===== config.mk =====
export PLATFORM = sky130hd
export DESIGN_NAME = panda_mem_arbiter
export DESIGN_NICKNAME = d
export VERILOG_FILES = /design/src/rtl/panda_pkg.sv /design/src/rtl/panda_mem_arbiter.sv
export SDC_FILE = /design/constraint.sdc
export NUM_CORES = 1
export LEC_CHECK = 0
export CORE_AREA = 2 2 108 110
export DETAILED_ROUTE_END_ITERATION = 8
export DIE_AREA = 0 0 110 112
export PLACE_DENSITY_LB_ADDON = 0.15
export REMOVE_ABC_BUFFERS = 1
export SKIP_CTS_REPAIR_TIMING = 1
export SYNTH_ARGS = -nofsm -noshare
export SYNTH_HDL_FRONTEND = slang
export SYNTH_SLANG_ARGS = --single-unit

===== constraint.sdc =====
create_clock -name clk_i -period 4.3 [get_ports clk_i]
set_input_delay 0.645 -clock clk_i [delete_from_list [all_inputs] [get_ports clk_i]]
set_output_delay 0.645 -clock clk_i [all_outputs]
set_load 0.05 [all_outputs]

===== src/rtl/panda_pkg.sv =====
// Shared types and helpers for the panda memory arbiter.
package panda_pkg;

  // Arbiter FSM states.
  typedef enum logic [1:0] {
    ARB_IDLE = 2'd0,  // nothing outstanding, arbitrating combinationally
    ARB_REQ  = 2'd1,  // request presented, waiting for mem_gnt_i
    ARB_RESP = 2'd2   // request accepted, waiting for mem_rvalid_i
  } arb_state_e;

  // Which requester owns the shared memory port.
  typedef enum logic {
    ARB_OWNER_INSTR = 1'b0,
    ARB_OWNER_DATA  = 1'b1
  } arb_owner_e;

  // Width of the instruction-starvation counter (limit range 1..15).
  localparam int unsigned STARVE_CNT_W = 4;

  // Saturating increment of the starvation counter.
  function automatic logic [STARVE_CNT_W-1:0] starve_inc(
    input logic [STARVE_CNT_W-1:0] cnt,
    input logic [STARVE_CNT_W-1:0] limit
  );
    return (cnt >= limit) ? limit : cnt + 1'b1;
  endfunction

endpackage


===== src/rtl/panda_mem_arbiter.sv =====
// Two-port (instruction fetch / load-store) arbiter onto one shared memory
// port. One transaction outstanding at a time; data has priority, but
// instruction fetch wins once it has waited through StarveLimit data grants.
module panda_mem_arbiter
  import panda_pkg::*;
#(
  parameter int unsigned StarveLimit = 4
) (
  input  logic        clk_i,
  input  logic        rst_i,

  input  logic        instr_req_i,
  input  logic [31:0] instr_addr_i,
  output logic        instr_gnt_o,
  output logic        instr_rvalid_o,
  output logic [31:0] instr_rdata_o,

  input  logic        data_req_i,
  input  logic [31:0] data_addr_i,
  input  logic [3:0]  data_we_i,
  input  logic [31:0] data_wdata_i,
  output logic        data_gnt_o,
  output logic        data_rvalid_o,
  output logic [31:0] data_rdata_o,

  output logic        mem_req_o,
  output logic [31:0] mem_addr_o,
  output logic [3:0]  mem_we_o,
  output logic [31:0] mem_wdata_o,
  input  logic        mem_gnt_i,
  input  logic        mem_rvalid_i,
  input  logic [31:0] mem_rdata_i
);

  localparam logic [STARVE_CNT_W-1:0] LimitC = STARVE_CNT_W'(StarveLimit);

  arb_state_e              r_state;
  arb_owner_e              r_owner;
  logic [STARVE_CNT_W-1:0] r_starve_cnt;

  logic       w_any_req;
  arb_owner_e w_pick;
  arb_owner_e w_owner;
  logic       w_mem_req;
  logic       w_grant;
  logic       w_resp;

  // Winner selection and request presentation; zero-cycle latency from IDLE.
  always_comb begin
    // NOTE: every always_comb output gets a default first so no path leaves
    // it unassigned, which would otherwise infer a latch.
    w_any_req = instr_req_i | data_req_i;
    w_pick    = ARB_OWNER_DATA;
    if (instr_req_i && (!data_req_i || (r_starve_cnt == LimitC))) begin
      w_pick = ARB_OWNER_INSTR;
    end
    // Once a request is presented the latched owner is held until granted.
    w_owner   = (r_state == ARB_IDLE) ? w_pick : r_owner;
    w_mem_req = !rst_i && (((r_state == ARB_IDLE) && w_any_req) ||
                           (r_state == ARB_REQ));
    w_grant   = w_mem_req && mem_gnt_i;
    w_resp    = !rst_i && (r_state == ARB_RESP) && mem_rvalid_i;
  end

  // Memory-side payload mux; payload is forced to zero when not requesting.
  always_comb begin
    mem_req_o   = w_mem_req;
    mem_addr_o  = '0;
    mem_we_o    = '0;
    mem_wdata_o = '0;
    if (w_mem_req) begin
      if (w_owner == ARB_OWNER_DATA) begin
        mem_addr_o  = data_addr_i;
        mem_we_o    = data_we_i;
        mem_wdata_o = data_wdata_i;
      end else begin
        mem_addr_o  = instr_addr_i;
      end
    end
  end

  // Requester-side grant and response routing to the owner only.
  always_comb begin
    instr_gnt_o    = w_grant && (w_owner == ARB_OWNER_INSTR);
    data_gnt_o     = w_grant && (w_owner == ARB_OWNER_DATA);
    instr_rvalid_o = w_resp && (r_owner == ARB_OWNER_INSTR);
    data_rvalid_o  = w_resp && (r_owner == ARB_OWNER_DATA);
    instr_rdata_o  = instr_rvalid_o ? mem_rdata_i : '0;
    data_rdata_o   = data_rvalid_o  ? mem_rdata_i : '0;
  end

  // Arbiter FSM, owner latch and instruction-starvation counter.
  always_ff @(posedge clk_i) begin
    // NOTE: state registers use non-blocking assignments so every register
    // samples the pre-edge values regardless of statement order.
    if (rst_i) begin
      r_state      <= ARB_IDLE;
      r_owner      <= ARB_OWNER_INSTR;
      r_starve_cnt <= '0;
    end else begin
      if (w_grant) begin
        if (w_owner == ARB_OWNER_INSTR) begin
          r_starve_cnt <= '0;
        end else if (instr_req_i) begin
          r_starve_cnt <= starve_inc(r_starve_cnt, LimitC);
        end
      end

      case (r_state)
        ARB_IDLE: begin
          if (w_any_req) begin
            r_owner <= w_pick;
            r_state <= mem_gnt_i ? ARB_RESP : ARB_REQ;
          end
        end
        ARB_REQ: begin
          if (mem_gnt_i) r_state <= ARB_RESP;
        end
        ARB_RESP: begin
          // The response cycle never issues a new request; arbitration
          // resumes from IDLE on the following cycle.
          if (mem_rvalid_i) r_state <= ARB_IDLE;
        end
        default: r_state <= ARB_IDLE;
      endcase
    end
  end

  // A memory response with no transaction outstanding is ignored, but flagged.
  a_rvalid_only_in_resp: assert property (
    @(posedge clk_i) disable iff (rst_i) mem_rvalid_i |-> (r_state == ARB_RESP)
  );

endmodule


==> results of run 1 <==
==> Yosys cell counts (all sizes together) <==
library cell	count	share of area, %
nand3	1	0.31
nor2	10	2.3
nor3	5	1.5
nand2	65	15
a32o	1	0.61
and2	64	25
a211o	1	0.54
nor4	1	0.38
a21oi	33	10
and3	36	14
a22oi	2	0.92
o21bai	1	0.46
clkbuf	10	2.3
or3	1	0.38
dfxtp	7	8.6
nor3b	2	0.92
and3b	1	0.54
or4bb	1	0.69
inv	4	0.92
a32oi	1	1.7
nand3b	3	1.4
o21ai	1	0.31
ha	2	1.5
buf	17	9.0
or3b	2	1.2
==> power groups by stage <==
stage	combinational, uW	sequential (uW)	clock, uW
after CTS	573	72.7	162
after global placement	569	73.5	0
final	566	72.8	160
after global routing	599	73.5	167
after floorplan	306	72.2	0
after detailed placement	571	73.6	0
==> through the flow <==
stage / instances / hold WS (ps) / util, % / total power, uW
after floorplan: 245 / 481 / - / 379
after global placement: 667 / 518 / 38.2 / 642
after detailed placement: 667 / 520 / 38.2 / 645
after CTS: 671 / 527 / 38.9 / 807
after global routing: 671 / 539 / 38.9 / 839
final: 671 / 527 / 38.9 / 798
==> logic make-up (layout without fill, tap and decap cells) <==
logic type                 Yosys count  in the layout  synth area share [%]
and+or+nand+nor                    192            192                  63.0
DFF                                  7              7                  8.60
adders and majority gates            2              2                  1.53
buffers and inverters               31            287                  12.2
AOI/OAI and AO/OA                   40             40                  14.7
==> final cells by class <==
| class | instances | area [um^2] | area share [%] |
|---|---|---|---|
| clock buffers | 4 | 78.8 | 1.82 |
| flip-flops and latches | 7 | 140 | 3.23 |
| multi-input cells | 234 | 1300 | 30.0 |
| repair buffers | 279 | 2630 | 60.5 |
| inverters | 4 | 15.0 | 0.346 |
| well taps | 143 | 179 | 4.12 |
==> registers in the layout, indices dropped and copies added (netlist names) <==
| name | count |
|---|---|
| r_owner | 1 |
| r_starve_cnt | 4 |
| r_state | 2 |
==> path summary, 6_finish.rpt <==
path | startpoint | endpoint | cells after the start
max | rst_i | data_rdata_o[26] | 6
min | r_starve_cnt[1] | r_starve_cnt[1] | 2
max reg2reg | r_starve_cnt[0] | r_starve_cnt[1] | 6
min reg2reg | r_starve_cnt[1] | r_starve_cnt[1] | 2
==> worst max-delay path: stages <==
cell and delay (ps):
clkdlybuf4s50_1 540, nand3b_1 270, nor3b_2 190, buf_4 280, and2_1 160, clkdlybuf4s50_1 810
==> layer usage <==
layer | up-vias | routed length [um]
met1 | 1197 | 2990
met5 | - | 0
met4 | 0 | 124
li1 | 1404 | -
met2 | 173 | 4750
met3 | 10 | 1340
==> layout by cell type (no fill, tap or decap), types with 2 or more instances in the layout <==
cell type        instances
nor3_1                   4
and3_1                  36
dfxtp_1                  7
nand2_1                 65
buf_12                   2
buf_4                   74
clkbuf_16                3
a21oi_1                 33
a22oi_1                  2
and2_1                  64
clkdlybuf4s50_1        203
nor2_1                  10
inv_1                    3
ha_1                     2
nand3b_1                 3
==> flow_summary.toml, run 1 <==
[timing]
max_freq_ghz = 0.280
setup_violations = 0
rsz0062_at_grt = "no"
period_share_pct = 83.0
worst_pin_slew_ps = 542
period_minus_slack_ps = 3570
finalSetupTns_ps = 0
slew_violations = 0
slew_headroom_pct = 63.7
timing.final.ws_setup_ps = 729
hold_violations = 0
clock_skew_ps = 0.460

[die]
die_w_um = 110
start_util_pct = 14.6
ioPinCount = 275
die_y_um = 112
rows = 39
die_area_um2 = 12300
core_um2 = 11200

[placed_design]
place_area_um2 = 4260
gp_congestion = 0.759
io_buffers = 274
dpl.hpwl_mm = 7.76
dp_slack_ps = 723

[cts]
cts_tree = "done"
cts_root_buf = "clkbuf_16"
clk_latency_ps = 230
cts_buffer_depth = 2
cts.sinks = 7
numCtsBuffers = 3
clk_pin_slew_worst_paths_ps = 40
htreeDepth = 1

[power_and_ir_drop]
p_sw_uw = 375
combinationalPowerShare_pct = 70.8
swShare_pct = 47.0
p_clk_share_pct = 20.0
p_leak_uw = 0.00195
power.density_nw_per_um2 = 184
p_int_uw = 423
ir_drop_uv = 98.7
seqPwrFrac_pct = 9.1

[route]
routedWlPerCell_um = 13.7
drtIter0Drc = 92
post_drt_via_cell_ratio = 4.15
ant_nets = 0
vias = 2784
drt_pass1_iterations = 4
drcViolationCount = 0
routed_wl_mm = 9.21

[grt]
grt_pass1_vias = 2567
grt_remaining_overflow = 0
grt_pass1_wl_mm = 13.0
top_usage_layer = "met2"
grt_use_total_pct = 13.4
use_met1_pct = 12.5
use_met2_pct = 26.5
grt_max_degree = 50
grt_use_met3_pct = 5.27
antenna_found_initial = 0

[logic_synthesis]
ys_types = 29
syn_avg_cell_area_um2 = 5.99
ys_seq_area_share_pct = 8.60
syn-cell-area_um2 = 1630
ys_ff_latch = 7
yosys_warnings = 0
syn_inst = 272

[cells_and_area]
nNetsFinal = 669
final_cell_area_um2 = 4340
area_growth_pct = 166
num-fill-cells = 1202
diodes = 0
layout-drive-gt1-share_pct = 16.3

[status]
outcome = "complete, no violations"

[worst_hold_path]
min_path_type = "flip-flop to flip-flop"

[worst_setup_path]
r2r_setup_slack_ps = 2600
path_class = "primary input to primary output"
crit_fanout = 33
worstPathArrival_ps = 2930
endpoint_kind = "primary output"
required_ps = 3650
cp-start-kind = "primary input"

[run]
cap_violations = 0
Power figures use the tool's default switching activity.
==> run 2: changes to the inputs <==
- clock period: 4.3 -> 3 ns (I/O delays scaled with it)
==> run 2 against run 1 <==
Net effect: sequential cell count stayed put; power grew 61%; sequential share of layout area decreased by 0.65 points; via count rose by 1.5%; routed wire length rose by 6.3%; clock power grew 44%; global-route usage grew 1.3 points; first-iteration DRC count rose by 1.1%; clock skew is 1.3 ps higher; cell count increased by 0.30%; die area unchanged.
==> flow_summary.toml, run 2 (synthesized netlist as in run 1, its figures left out) <==
[power_and_ir_drop]
p_leak_uw = 0.00238
p_sw_uw = 563
combinationalPowerShare_pct = 73.9
seqPwrFrac_pct = 8.2
swShare_pct = 44.0
p_clk_share_pct = 17.9
ir_drop_uv = 153
p_int_uw = 718
power.density_nw_per_um2 = 236

[worst_setup_path]
slowest_delay_ps = 550
crit_fanout = 34
crit_top_cell = "buf_12"
rr_worst_depth = 5
worstPathArrival_ps = 2400
crit_slowest_cell = "clkdlybuf4s50_1"
required_ps = 2550
cp_cell_sequence = "clkdlybuf4s50_1, or3b_4, a32oi_4, buf_12, nand2_1, a21oi_1, buf_12"
path_class = "primary input to primary output"
crit_buf_inv = 3
endpoint_kind = "primary output"
crit_family = "buffers and inverters"
cp-start-kind = "primary input"
cp_num_cells = 7

[route]
ant_nets = 0
routedWlPerCell_um = 14.5
routed_wl_mm = 9.79
drcViolationCount = 0
vias = 2826
post_drt_via_cell_ratio = 4.20
drt_pass1_iterations = 4
drtIter0Drc = 93

[cts]
clk_pin_slew_worst_paths_ps = 30
cts_tree = "done"
clk_latency_ps = 230
numCtsBuffers = 3
cts_buffer_depth = 2
htreeDepth = 1
cts.sinks = 7
cts_root_buf = "clkbuf_16"

[die]
rows = 39
core_um2 = 11200
start_util_pct = 14.6
ioPinCount = 275
die_area_um2 = 12300
die_w_um = 110
die_y_um = 112

[run]
cap_violations = 0

[placed_design]
io_buffers = 274
gp_congestion = 0.802
dp_slack_ps = 128
dpl.hpwl_mm = 8.33

[status]
outcome = "complete, no violations"

[cells_and_area]
largest_register = "r_starve_cnt"
mostFrequentLayoutCells = "clkdlybuf4s50_1 (137), buf_12 (101), nand2_1 (65)"
final_common_cell = "clkdlybuf4s50_1"
area_growth_pct = 233
nNetsFinal = 671
top_regs = "r_starve_cnt (4), r_state (2), r_owner (1)"
largest_reg_flops = 4
diodes = 0
layout-drive-gt1-share_pct = 29.1
num-fill-cells = 1037

[grt]
grt_pass1_wl_mm = 14.4
grt_pass1_vias = 2813
grt_max_degree = 57
grt_remaining_overflow = 0
grt_use_total_pct = 14.7
antenna_found_initial = 0

[timing]
holdWs_ps = 509
setup_violations = 0
slew_headroom_pct = 69.9
clock_skew_ps = 1.74
period_minus_slack_ps = 2850
period_share_pct = 95.1
hold_violations = 0
slew_violations = 0
rsz0062_at_grt = "no"
timing.final.ws_setup_ps = 147
max_freq_ghz = 0.351
worst_pin_slew_ps = 451

[worst_hold_path]
min_path_type = "flip-flop to flip-flop"
hold_depth = 2
run 2: power groups by stage:
stage | Combinational (uW) | Sequential [uW] | Clock, uW
2_1_floorplan | 439 | 103 | 0
3_3_place_gp | 950 | 106 | 0
3_5_place_dp | 955 | 106 | 0
4_1_cts | 957 | 105 | 234
5_1_grt | 996 | 106 | 239
6_report | 947 | 105 | 230
run 2: metal layers:
metal  GRT usage [%]  vias up  wire (um)
li1                -     1408          -
met1            13.6     1244       3170
met2            29.7      169       5190
met3            5.62        5       1360
met4            2.28        0         74
met5               0        -          0
run 2: layout make-up:
type	count	area, um^2	area share [%]
Sequential cell	7	140	2.58
Clock buffer	4	78.8	1.45
Tap cell	143	179	3.29
Inverter	4	15.0	0.276
Multi-Input combinational cell	234	1300	24.0
Timing Repair Buffer	281	3720	68.4
run 2: worst min-delay path, stage by stage (launching register included):
cell,delay (ps)
dfxtp_1,310
nand3b_1,80
o21ai_0,70
run 2: final timing paths:
kind                                       from         endpoint  slack, ps
worst max-delay path                instr_req_i    mem_addr_o[1]        150
worst min-delay path            r_starve_cnt[1]  r_starve_cnt[1]        510
worst max register to register       r_state[0]  r_starve_cnt[2]       1370
worst min register to register  r_starve_cnt[1]  r_starve_cnt[1]        510
run 2: metrics by stage:
stage / TNS, ps / std cells / area (um^2) / power (uW) / utilization, %
floorplan: -62230 / 245 / 1450 / 543 / -
detailed placement: 0 / 669 / 5350 / 1060 / 47.9
global route: 0 / 673 / 5430 / 1340 / 48.6
CTS: 0 / 673 / 5430 / 1300 / 48.6
global placement: 0 / 669 / 5350 / 1060 / 47.9
finish: 0 / 673 / 5430 / 1280 / 48.6
==> run 3: changes to the inputs <==
- CTS_CLUSTER_DIAMETER: not set -> 200
- PLACE_DENSITY_LB_ADDON: 0.15 -> not set
==> run 3 against run 2 <==
Net effect: power up 0.48%; die area is the same; clock skew shrank 1.5 ps; count of clock-buffer cells in the layout is 1 lower; hold slack improved by 29 ps; sequential cell count stayed put; critical endpoint is now mem_addr_o[7]; utilization increased by 0.10 points; non-clock buffer count increased by 1.
==> flow_summary.toml, run 3 (synthesized netlist as in run 1, its figures left out) <==
[cts]
numCtsBuffers = 3
cts_root_buf = "clkbuf_16"
cts.sinks = 7
cts_tree = "done"
cts_buffer_depth = 2
htreeDepth = 1
clk_latency_ps = 230
clk_pin_slew_worst_paths_ps = 40

[worst_setup_path]
rr_worst_depth = 5
crit_fanout = 34
crit_top_cell = "buf_12"
crit_slowest_cell = "clkdlybuf4s50_1"
critPathCapture = "mem_addr_o[7]"
cp-start-kind = "primary input"
slowest_delay_ps = 540
cp_cell_sequence = "clkdlybuf4s50_1, or3b_4, a32oi_4, buf_12, nand2_1, a21oi_1, buf_12"
path_class = "primary input to primary output"
r2r_setup_slack_ps = 1350
endpoint_kind = "primary output"
startpoint = "instr_req_i"
r2r_end = "r_starve_cnt[0]"
rr_startpoint = "r_state[0]"
worstPathArrival_ps = 2440
required_ps = 2550

[status]
outcome = "complete, no violations"

[route]
ant_nets = 0
post_drt_via_cell_ratio = 4.25
routedWlPerCell_um = 14.5
drtIter0Drc = 110
vias = 2862
drcViolationCount = 0
routed_wl_mm = 9.79
drt_pass1_iterations = 4

[cells_and_area]
area_growth_pct = 234
mostFrequentLayoutCells = "clkdlybuf4s50_1 (137), buf_12 (101), nand2_1 (65)"
finish.utilization_pct = 48.7
nNetsFinal = 672
largest_reg_flops = 4
diodes = 0
final_cell_area_um2 = 5440
largest_register = "r_starve_cnt"
top_regs = "r_starve_cnt (4), r_state (2), r_owner (1)"
layout-drive-gt1-share_pct = 29.4
final_common_cell = "clkdlybuf4s50_1"

[grt]
antenna_found_initial = 0
grt_pass1_wl_mm = 14.3
grt_remaining_overflow = 0
grt_pass1_vias = 2794
grt_use_total_pct = 14.9
grt_max_degree = 57

[worst_hold_path]
min_path_type = "flip-flop to flip-flop"
hp-start = "r_starve_cnt[1]"

[power_and_ir_drop]
p_leak_uw = 0.00239
ir_drop_uv = 134
power.density_nw_per_um2 = 237

[timing]
setup_violations = 0
period_share_pct = 96.4
period_minus_slack_ps = 2890
clock_skew_ps = 0.221
hold_violations = 0
rsz0062_at_grt = "no"
worst_pin_slew_ps = 374
max_freq_ghz = 0.346
timing.final.ws_setup_ps = 108
slew_violations = 0
slew_headroom_pct = 75.0

[placed_design]
io_buffers = 274
gp_congestion = 0.802
dp_slack_ps = 96.5
dpl.hpwl_mm = 8.36
place_area_um2 = 5360

[die]
ioPinCount = 275
rows = 39
die_y_um = 112
core_um2 = 11200
start_util_pct = 14.6
die_area_um2 = 12300
die_w_um = 110

[run]
cap_violations = 0
==> run 3: cell count changes in the layout (fill, tap and decap cells not counted), sizes merged <==
cell / change
clkinv: +1
clkbuf: -1
buf: +1
==> run 3: stage by stage <==
stage / std cells / total power [uW] / setup TNS, ps / hold WS [ps]
after floorplan: 245 / 543 / -62230 / 481
after global placement: 670 / 1050 / 0 / 495
after detailed placement: 670 / 1060 / 0 / 533
after CTS: 674 / 1300 / 0 / 540
after global routing: 674 / 1350 / 0 / 578
final: 674 / 1290 / 0 / 538
==> run 3: layout make-up <==
cell class,count,area (um^2)
fillers,1063,5730
repair buffers,282,3720
multi-input cells,234,1300
well taps,143,179
flip-flops and latches,7,140
clock buffers,3,75.1
inverters,4,17.5
clock inverters,1,5.00
==> run 3: worst min path at each step <==
stage / endpoint / slack (ps) / cells after the start
2_1_floorplan: r_starve_cnt[1] / 480 / 2
3_3_place_gp: r_starve_cnt[1] / 500 / 2
3_5_place_dp: r_starve_cnt[1] / 530 / 2
4_1_cts: r_starve_cnt[1] / 540 / 2
5_1_grt: r_starve_cnt[3] / 580 / 1
6_report: r_starve_cnt[1] / 540 / 2
==> run 3: worst max-delay path, delay by kind of cell <==
kind            cells  cell delay (ps)
buf+inv             3              950
compound gates      2              520
simple gates        2              500
==> run 3: power by group <==
group	switching (uW)	total [uW]	internal, uW
combinational	507	953	446
clock	55.1	230	175
sequential	6.53	104	97.8
total	569	1290	719
==> run 3: layer usage <==
metal / GRT usage [%] / share of wire [%]
met1: 13.7 / 33
met5: 0 / 0
met4: 2.03 / 0.42
met3: 5.39 / 12
met2: 30.5 / 54
